$ cat config.mk
export PLATFORM = sky130hd
export DESIGN_NAME = fib_controller
export DESIGN_NICKNAME = d
export VERILOG_FILES = /design/src/rtl/fib_pkg.sv /design/src/rtl/fib_controller.sv
export SDC_FILE = /design/constraint.sdc
export NUM_CORES = 1
export LEC_CHECK = 0
export BUFFER_PORTS_ARGS = -buffer_cell sky130_fd_sc_hd__clkbuf_2
export CORE_AREA = 2 2 39 41
export CTS_CLUSTER_DIAMETER = 120
export CTS_CLUSTER_SIZE = 14
export DETAILED_ROUTE_END_ITERATION = 8
export DIE_AREA = 0 0 41 43
export PLACE_DENSITY = 0.75
export SLEW_MARGIN = 20
export SYNTH_ARGS = -nofsm -noshare
export SYNTH_HDL_FRONTEND = slang
export SYNTH_SLANG_ARGS = --single-unit
$ cat constraint.sdc
create_clock -name clk -period 2.2 [get_ports clk]
set_input_delay 0.33 -clock clk [delete_from_list [all_inputs] [get_ports clk]]
set_output_delay 0.33 -clock clk [all_outputs]
set_load 0.05 [all_outputs]
$ cat src/rtl/fib_pkg.sv
// Shared constants for the Fibonacci controller: ALU opcodes, register-file
// indices and the FSM state encoding.
package fib_pkg;

    localparam logic [2:0] OP_NOP  = 3'b000;
    localparam logic [2:0] OP_ONE  = 3'b001;
    localparam logic [2:0] OP_DEC  = 3'b011;
    localparam logic [2:0] OP_LOAD = 3'b100;
    localparam logic [2:0] OP_TEST = 3'b101;
    localparam logic [2:0] OP_ADD  = 3'b110;
    localparam logic [2:0] OP_PASS = 3'b111;

    localparam logic [1:0] R_CNT  = 2'd0;
    localparam logic [1:0] R_FIB  = 2'd1;
    localparam logic [1:0] R_PREV = 2'd2;
    localparam logic [1:0] R_TMP  = 2'd3;

    localparam logic [3:0] S_IDLE  = 4'd0;
    localparam logic [3:0] S_LOAD  = 4'd1;
    localparam logic [3:0] S_INIT1 = 4'd2;
    localparam logic [3:0] S_INIT2 = 4'd3;
    localparam logic [3:0] S_TEST  = 4'd4;
    localparam logic [3:0] S_COPY  = 4'd5;
    localparam logic [3:0] S_ADD   = 4'd6;
    localparam logic [3:0] S_MOVE  = 4'd7;
    localparam logic [3:0] S_DEC   = 4'd8;
    localparam logic [3:0] S_DONE  = 4'd9;

endpackage

$ cat src/rtl/fib_controller.sv
// Moore FSM sequencing the Fibonacci datapath: load count, seed r1/r2, then
// loop COPY/ADD/MOVE/DEC until the counter register reaches zero.
module fib_controller
    import fib_pkg::*;
#(
    parameter int AW  = 2,
    parameter int OPW = 3,
    parameter int CW  = 4
) (
    input  logic           clk,
    input  logic           rst_n,
    input  logic           start,
    input  logic           abort,
    input  logic           zero_flag,
    output logic [AW-1:0]  wrt_addr,
    output logic [AW-1:0]  rd_addr1,
    output logic [AW-1:0]  rd_addr2,
    output logic           wrt_en,
    output logic           load_data,
    output logic [OPW-1:0] alu_opcode,
    output logic           busy,
    output logic           done,
    output logic [CW-1:0]  iter
);

    logic [3:0] state;
    logic [3:0] state_nxt;

    function automatic logic [CW-1:0] sat_inc(input logic [CW-1:0] v);
        if (&v)
            return v;
        return v + CW'(1);
    endfunction

    always_comb begin
        state_nxt = state;
        if (abort) begin
            state_nxt = S_IDLE;
        end else begin
            case (state)
                S_IDLE:  if (start) state_nxt = S_LOAD;
                S_LOAD:  state_nxt = S_INIT1;
                S_INIT1: state_nxt = S_INIT2;
                S_INIT2: state_nxt = S_TEST;
                S_TEST:  state_nxt = zero_flag ? S_DONE : S_COPY;
                S_COPY:  state_nxt = S_ADD;
                S_ADD:   state_nxt = S_MOVE;
                S_MOVE:  state_nxt = S_DEC;
                S_DEC:   state_nxt = zero_flag ? S_DONE : S_COPY;
                S_DONE:  state_nxt = S_IDLE;
                default: state_nxt = S_IDLE;
            endcase
        end
    end

    always_ff @(posedge clk or negedge rst_n) begin
        if (!rst_n)
            state <= S_IDLE;
        else
            state <= state_nxt;
    end

    // An aborted edge leaves iter untouched, even when leaving DEC.
    always_ff @(posedge clk or negedge rst_n) begin
        if (!rst_n) begin
            iter <= '0;
        end else if (!abort) begin
            if (state == S_IDLE && start)
                iter <= '0;
            else if (state == S_DEC)
                iter <= sat_inc(iter);
        end
    end

    always_comb begin
        wrt_addr   = '0;
        rd_addr1   = '0;
        rd_addr2   = '0;
        wrt_en     = 1'b0;
        load_data  = 1'b0;
        alu_opcode = OPW'(OP_NOP);
        done       = 1'b0;
        busy       = (state != S_IDLE);
        case (state)
            S_LOAD: begin
                alu_opcode = OPW'(OP_LOAD);
                wrt_addr   = AW'(R_CNT);
                load_data  = 1'b1;
                wrt_en     = 1'b1;
            end
            S_INIT1: begin
                alu_opcode = OPW'(OP_ONE);
                wrt_addr   = AW'(R_FIB);
                wrt_en     = 1'b1;
            end
            S_INIT2: begin
                alu_opcode = OPW'(OP_ONE);
                wrt_addr   = AW'(R_PREV);
                wrt_en     = 1'b1;
            end
            S_TEST: begin
                alu_opcode = OPW'(OP_TEST);
                rd_addr1   = AW'(R_CNT);
            end
            S_COPY: begin
                alu_opcode = OPW'(OP_PASS);
                rd_addr1   = AW'(R_FIB);
                wrt_addr   = AW'(R_TMP);
                wrt_en     = 1'b1;
            end
            S_ADD: begin
                alu_opcode = OPW'(OP_ADD);
                rd_addr1   = AW'(R_FIB);
                rd_addr2   = AW'(R_PREV);
                wrt_addr   = AW'(R_FIB);
                wrt_en     = 1'b1;
            end
            S_MOVE: begin
                alu_opcode = OPW'(OP_PASS);
                rd_addr1   = AW'(R_TMP);
                wrt_addr   = AW'(R_PREV);
                wrt_en     = 1'b1;
            end
            S_DEC: begin
                alu_opcode = OPW'(OP_DEC);
                rd_addr1   = AW'(R_CNT);
                wrt_addr   = AW'(R_CNT);
                wrt_en     = 1'b1;
            end
            S_DONE: begin
                done = 1'b1;
            end
            default: begin
            end
        endcase
    end

endmodule

Yosys cells after proc, flatten, opt, wreduce, memory -nomap -nowiden --
Index checks and enable logic that the tools add are counted.
Storage, ports and cells: register bits 8, input port bits 5, output and inout port bits 17, word-level logic and storage cells 46
Operators by class: $add $sub $neg 1, equal/unequal tests 11, multiplexer cells 18, bitwise gates (word level) 1, reductions and logical operators 13
Operators with widths (count):
- $pmux 4 s8 | 1
- $mux 4 | 6
- $pmux 3 s6 | 1
- $eq 4x3->1 const B | 4
- $reduce_or 2->1 | 6
- $eq 4x2->1 const B | 2
- $eq 4x4->1 const B | 2
- $mux 1 | 7
- $reduce_or 7->1 | 1
- $ne 3x3->1 const B | 2
- $pmux 2 s3 | 1
- $add 4x1->4 const B | 1
- $eq 4x1->1 const B | 1
- $logic_not 4->1 | 1
- $pmux 2 s2 | 1
- $reduce_and 4->1 | 1
- $reduce_bool 4->1 | 1
- $reduce_and 3->1 | 1
- $mux 2 | 1
- $reduce_bool 2->1 | 1
- $logic_and 1x1->1 | 1
- $not 1->1 | 1

Logic depth before layout (Yosys ltp) --
depth in word-level cells 8, mapped depth 4, mapped depth without buffers 4

Worst setup path after synthesis --
OpenSTA, ideal clock, no wires.
path type register to output, from register state[1], to output port done, arrival time 1.881 ns, data required time 1.870 ns, slack -0.011 ns, stages on the path, launching flop included 4, path buffers 1, cells stage by stage dfrtp_1 -> buf_2 -> nand2b_1 -> nor3b_1
Between the ends: longest elaborated chain between the ends 2
Ends and longest elaborated chain:
- start: declaration | RTL line fib_controller.sv:26 | logic [3:0] state;
- start signal: assignment | RTL line fib_controller.sv:60 | state <= state_nxt;
- $eq 4x4->1 | RTL line fib_controller.sv:84 | case (state)
- $mux 1 | RTL line fib_controller.sv:84
- end: declaration | RTL line fib_controller.sv:22 | output logic done,
No other way between the ends.

Worst setup path after layout --
from register state[2], to output port busy
Between the ends: longest elaborated chain between the ends 1
Ends and longest elaborated chain:
- $reduce_bool 4->1 | RTL line fib_controller.sv:83 | busy = (state != S_IDLE);
- end: declaration | RTL line fib_controller.sv:21 | output logic busy,
No other way between the ends.

==> results by stage <==
Clock tree:
- The cell chosen for the clock root is sky130_fd_sc_hd__clkbuf_4.
- Clock tree synthesis found a total of 8 sinks.
- Clock latency on the worst-skew pair, taken at its later pin, is roughly 0.25 ns.
- CTS built an H-tree with a depth of 1.
- The clock tree from TritonCTS is built.
- Clock tree synthesis inserted a total of 3 buffers.
- Once the clock tree was built, the resizer swapped 0 gates to a different size.
- The hold buffer count at CTS is 1.
- The clock transition at the registers of the reported paths is roughly 0.06 ns.
- The clock tree buffer depth is 2.
- The total setup buffers inserted after CTS is 0.

Yosys:
- The share of synthesized area occupied by flip-flops and latches is 0.325.
- In this run, synthesis produced a sequential element count of 8.
- The total number of yosys warnings is 0.
- The total nets after synthesis is slightly below 80.
- The area share of the largest cell type after synthesis is 0.325.
- The synthesized design contains 0 enable-type register cells.
- The number of different library cells in the post-synthesis netlist is 32.
- The netlist area before placement is ~600 um^2.
- The largest total area in the synthesized netlist belongs to sky130_fd_sc_hd__dfrtp_1.
- In the synthesized netlist, the number of instances is slightly above 70.
- The leading register cell type out of synthesis is sky130_fd_sc_hd__dfrtp_1.
- Of all flip-flops after synthesis, the portion carrying an async set or reset was 1.00.
- The average footprint of a synthesized cell is around 8.7 um^2.
- Yosys attributes the largest share of cell area to sky130_fd_sc_hd__dfrtp_1 32%, sky130_fd_sc_hd__mux2i_1 6.5%, sky130_fd_sc_hd__nand2b_1 5.1%.

Cells and area:
- In the final layout, the share of cells above drive strength 1 is 0.303.
- From synthesis to final layout, the design area changed by 19.5%.
- The layout net count is between 90 and 100.
- The antenna cell count is 0.
- The final core utilization is 0.533.

Flow run:
- The tool flagged a number of max-cap violations equal to 0.

Routing:
- The average detailed-routed wire length per instance is approximately 13 um.
- After detailed routing, the number of remaining DRC violations is 0.
- Dividing the detail-routed via count by the number of cells gives approximately 5.4.
- The routed via count is ~570.
- After the first detailed-routing iteration, the DRC count stood at 6.
- Wires add up to between 1000 and 1500 um.
- The remaining antenna violation count is 0.
- Before antenna repair, the detailed router went through 4 iterations.

Worst setup path:
- The launch point of the worst path is state[2].
- The worst setup slack for register-to-register paths is about 0.64 ns.
- By startpoint and endpoint, the worst setup path is classified as reg -> out.
- The nature of the critical path startpoint is a flip-flop.
- The worst setup path is captured at an output pin.
- The maximum fanout along the worst path is 12.
- The critical path goes through or4_4 > clkbuf_2.
- For the worst flop-to-flop path, the logic depth is 3.
- The data arrival time at the worst-slack endpoint is between 1.5 and 2 ns.
- The critical path buffer and inverter count is 1.
- On the worst path, the slowest cell contributes a delay of between 0.6 and 0.7 ns.
- Among cell families on the critical path, the largest total delay comes from simple AND/OR/NAND/NOR gates.
- The slowest stage of the critical path belongs to the cell sky130_fd_sc_hd__or4_4.
- In this run the critical register-to-register path is captured at iter[1].
- The reg-to-reg critical path startpoint is state[2].
- At the worst endpoint, the required time is roughly 1.9 ns.

Worst hold path:
- The worst min-delay path startpoint is abort.
- The class of the tightest hold or removal check is in -> reg.
- The path with the worst hold slack has its endpoint at state[1].
- The number of cells traversed by the worst hold path is 2.

Die:
- The boundary pin count is 22.
- The width of the die is ~41 um.
- Measured along the y axis, the die boundary spans 43 um.
- The overall die area is 1760 um^2.
- The floorplan step defined a core boundary enclosing 1380 um^2.
- For this configuration, the core starts out at a cell density of 0.446.
- The floorplan row count is 14.

Global routing:
- Entering global routing, the biggest net connects 17 pins.
- The first global-routing pass estimated around 2300 um of wire.
- The number of global-route vias before repair was between 500 and 600.
- Global routing finished with a remaining overflow of 0.
- In the global route stage, overall resource usage came out at 0.192.
- The number of antenna violations at the first check in global routing is 0.

Power and ir drop:
- In this run the static leakage power is ~0.00037 uW.
- The worst-case IR drop observed on VDD is about 0.36 mV.
- Summing internal, switching and leakage power gives 428 uW.
- The power density relative to cell area is about 580 nW/um^2.

Timing:
- Across the routed clock network, the largest skew measured is slightly above 0.009 ns.
- Setup repair after global routing left no endpoint under its margin.
- Adding up every negative setup slack in the final design gives 0 ns.
- The final setup violation count is 0.
- The max-slew violation count was 0.
- In the finished design, the share of the clock period the worst path needs comes to 0.924.
- The routed design could run at a clock period as short as 2.03 ns.
- The number of hold violations in the final report is 0.
- The final setup slack of the worst path is roughly 0.17 ns.
- Timing would allow up to just under 500 MHz.

Placed design:
- The number of buffers inserted by port buffering is 20.
- At the placement stage, the worst setup path has a slack of 0.450 ns.
- The detailed placement HPWL is roughly 980 um.
- The global placement routability congestion is between 0.7 and 0.8.

Outcome:
- The run finished with clean final reports.
## worst max-delay path by stage
stage | cells past startpoint | slack, ns | endpoint
2_1_floorplan | 4 | 0.01 | alu_opcode[0]
3_3_place_gp | 2 | 0.47 | busy
3_5_place_dp | 2 | 0.45 | busy
4_1_cts | 2 | 0.16 | busy
5_1_grt | 4 | 0.09 | alu_opcode[0]
6_report | 2 | 0.17 | busy
## sequential cells by signal, indices dropped and copies added, names as in the netlist
register / flops
state: 4
iter: 4
## layout by cell type (no fill, tap or decap)
master,n
sky130_fd_sc_hd__a211o_1,1
sky130_fd_sc_hd__a211oi_1,1
sky130_fd_sc_hd__a21o_1,1
sky130_fd_sc_hd__a21oi_1,3
sky130_fd_sc_hd__a31oi_1,2
sky130_fd_sc_hd__and2_1,1
sky130_fd_sc_hd__and3_1,1
sky130_fd_sc_hd__and4_1,1
sky130_fd_sc_hd__clkbuf_2,20
sky130_fd_sc_hd__clkbuf_4,3
sky130_fd_sc_hd__conb_1,1
sky130_fd_sc_hd__dfrtp_1,8
sky130_fd_sc_hd__dlygate4sd3_1,1
sky130_fd_sc_hd__ha_1,1
sky130_fd_sc_hd__inv_1,3
sky130_fd_sc_hd__mux2i_1,4
sky130_fd_sc_hd__nand2_1,2
sky130_fd_sc_hd__nand2b_1,5
sky130_fd_sc_hd__nand3_1,1
sky130_fd_sc_hd__nand3b_1,2
sky130_fd_sc_hd__nor2_1,7
sky130_fd_sc_hd__nor2b_1,3
sky130_fd_sc_hd__nor3_1,3
sky130_fd_sc_hd__nor3b_1,1
sky130_fd_sc_hd__nor3b_2,1
sky130_fd_sc_hd__nor4b_1,1
sky130_fd_sc_hd__nor4b_4,1
sky130_fd_sc_hd__o21ai_0,4
sky130_fd_sc_hd__o21ai_1,3
sky130_fd_sc_hd__o21ai_4,1
sky130_fd_sc_hd__or4_4,1
sky130_fd_sc_hd__or4b_1,1
## metal layers
metal	global-route usage	up-vias	share of wire
met5	0	-	0
met4	0.100	0	0.0090
met3	0.0157	2	0.035
met2	0.278	11	0.48
met1	0.274	268	0.48
li1	-	290	-
## cells in the mapped netlist, types with 2 or more instances
cell type,n
sky130_fd_sc_hd__nor2_1,7
sky130_fd_sc_hd__nand3b_1,2
sky130_fd_sc_hd__nor2b_1,3
sky130_fd_sc_hd__nor3b_1,2
sky130_fd_sc_hd__nor3_1,3
sky130_fd_sc_hd__mux2i_1,4
sky130_fd_sc_hd__o21ai_1,3
sky130_fd_sc_hd__nand2b_1,5
sky130_fd_sc_hd__o21ai_0,4
sky130_fd_sc_hd__a21oi_1,3
sky130_fd_sc_hd__inv_1,3
sky130_fd_sc_hd__a31oi_1,2
sky130_fd_sc_hd__buf_2,3
sky130_fd_sc_hd__dfrtp_1,8
sky130_fd_sc_hd__nand2_1,2
## final cells by class
cell class | instances | area, um^2
Clock buffer | 3 | 22.5
Fill cell | 135 | 647
Inverter | 3 | 11.3
Multi-Input combinational cell | 54 | 373
Sequential cell | 8 | 200
Tap cell | 16 | 20.0
Timing Repair Buffer | 21 | 110
## kinds of logic after synthesis
kind of cell,share of synthesized area
AO/OA/AOI/OAI,0.166
adder cells (fa/ha/maj),0.0203
buffers and inverters,0.0791
flip-flops,0.325
multiplexers,0.0649
other,0.00608
AND/OR/NAND/NOR,0.339
## power breakdown
| part | total [uW] | internal (uW) | switching, uW |
|---|---|---|---|
| clock network | 112 | 62.4 | 49.9 |
| logic | 146 | 36.7 | 110 |
| registers | 169 | 152 | 17.1 |
## stage by stage
| stage | instances | area (um^2) | hold WS, ns |
|---|---|---|---|
| floorplan | 71 | 622 | 0.0344 |
| global placement | 101 | 704 | 0.186 |
| detailed placement | 101 | 704 | 0.192 |
| CTS | 105 | 737 | 0.279 |
| global route | 105 | 737 | 0.307 |
| finish | 105 | 737 | 0.288 |
No activity file was read; power rests on OpenSTA's default activity.
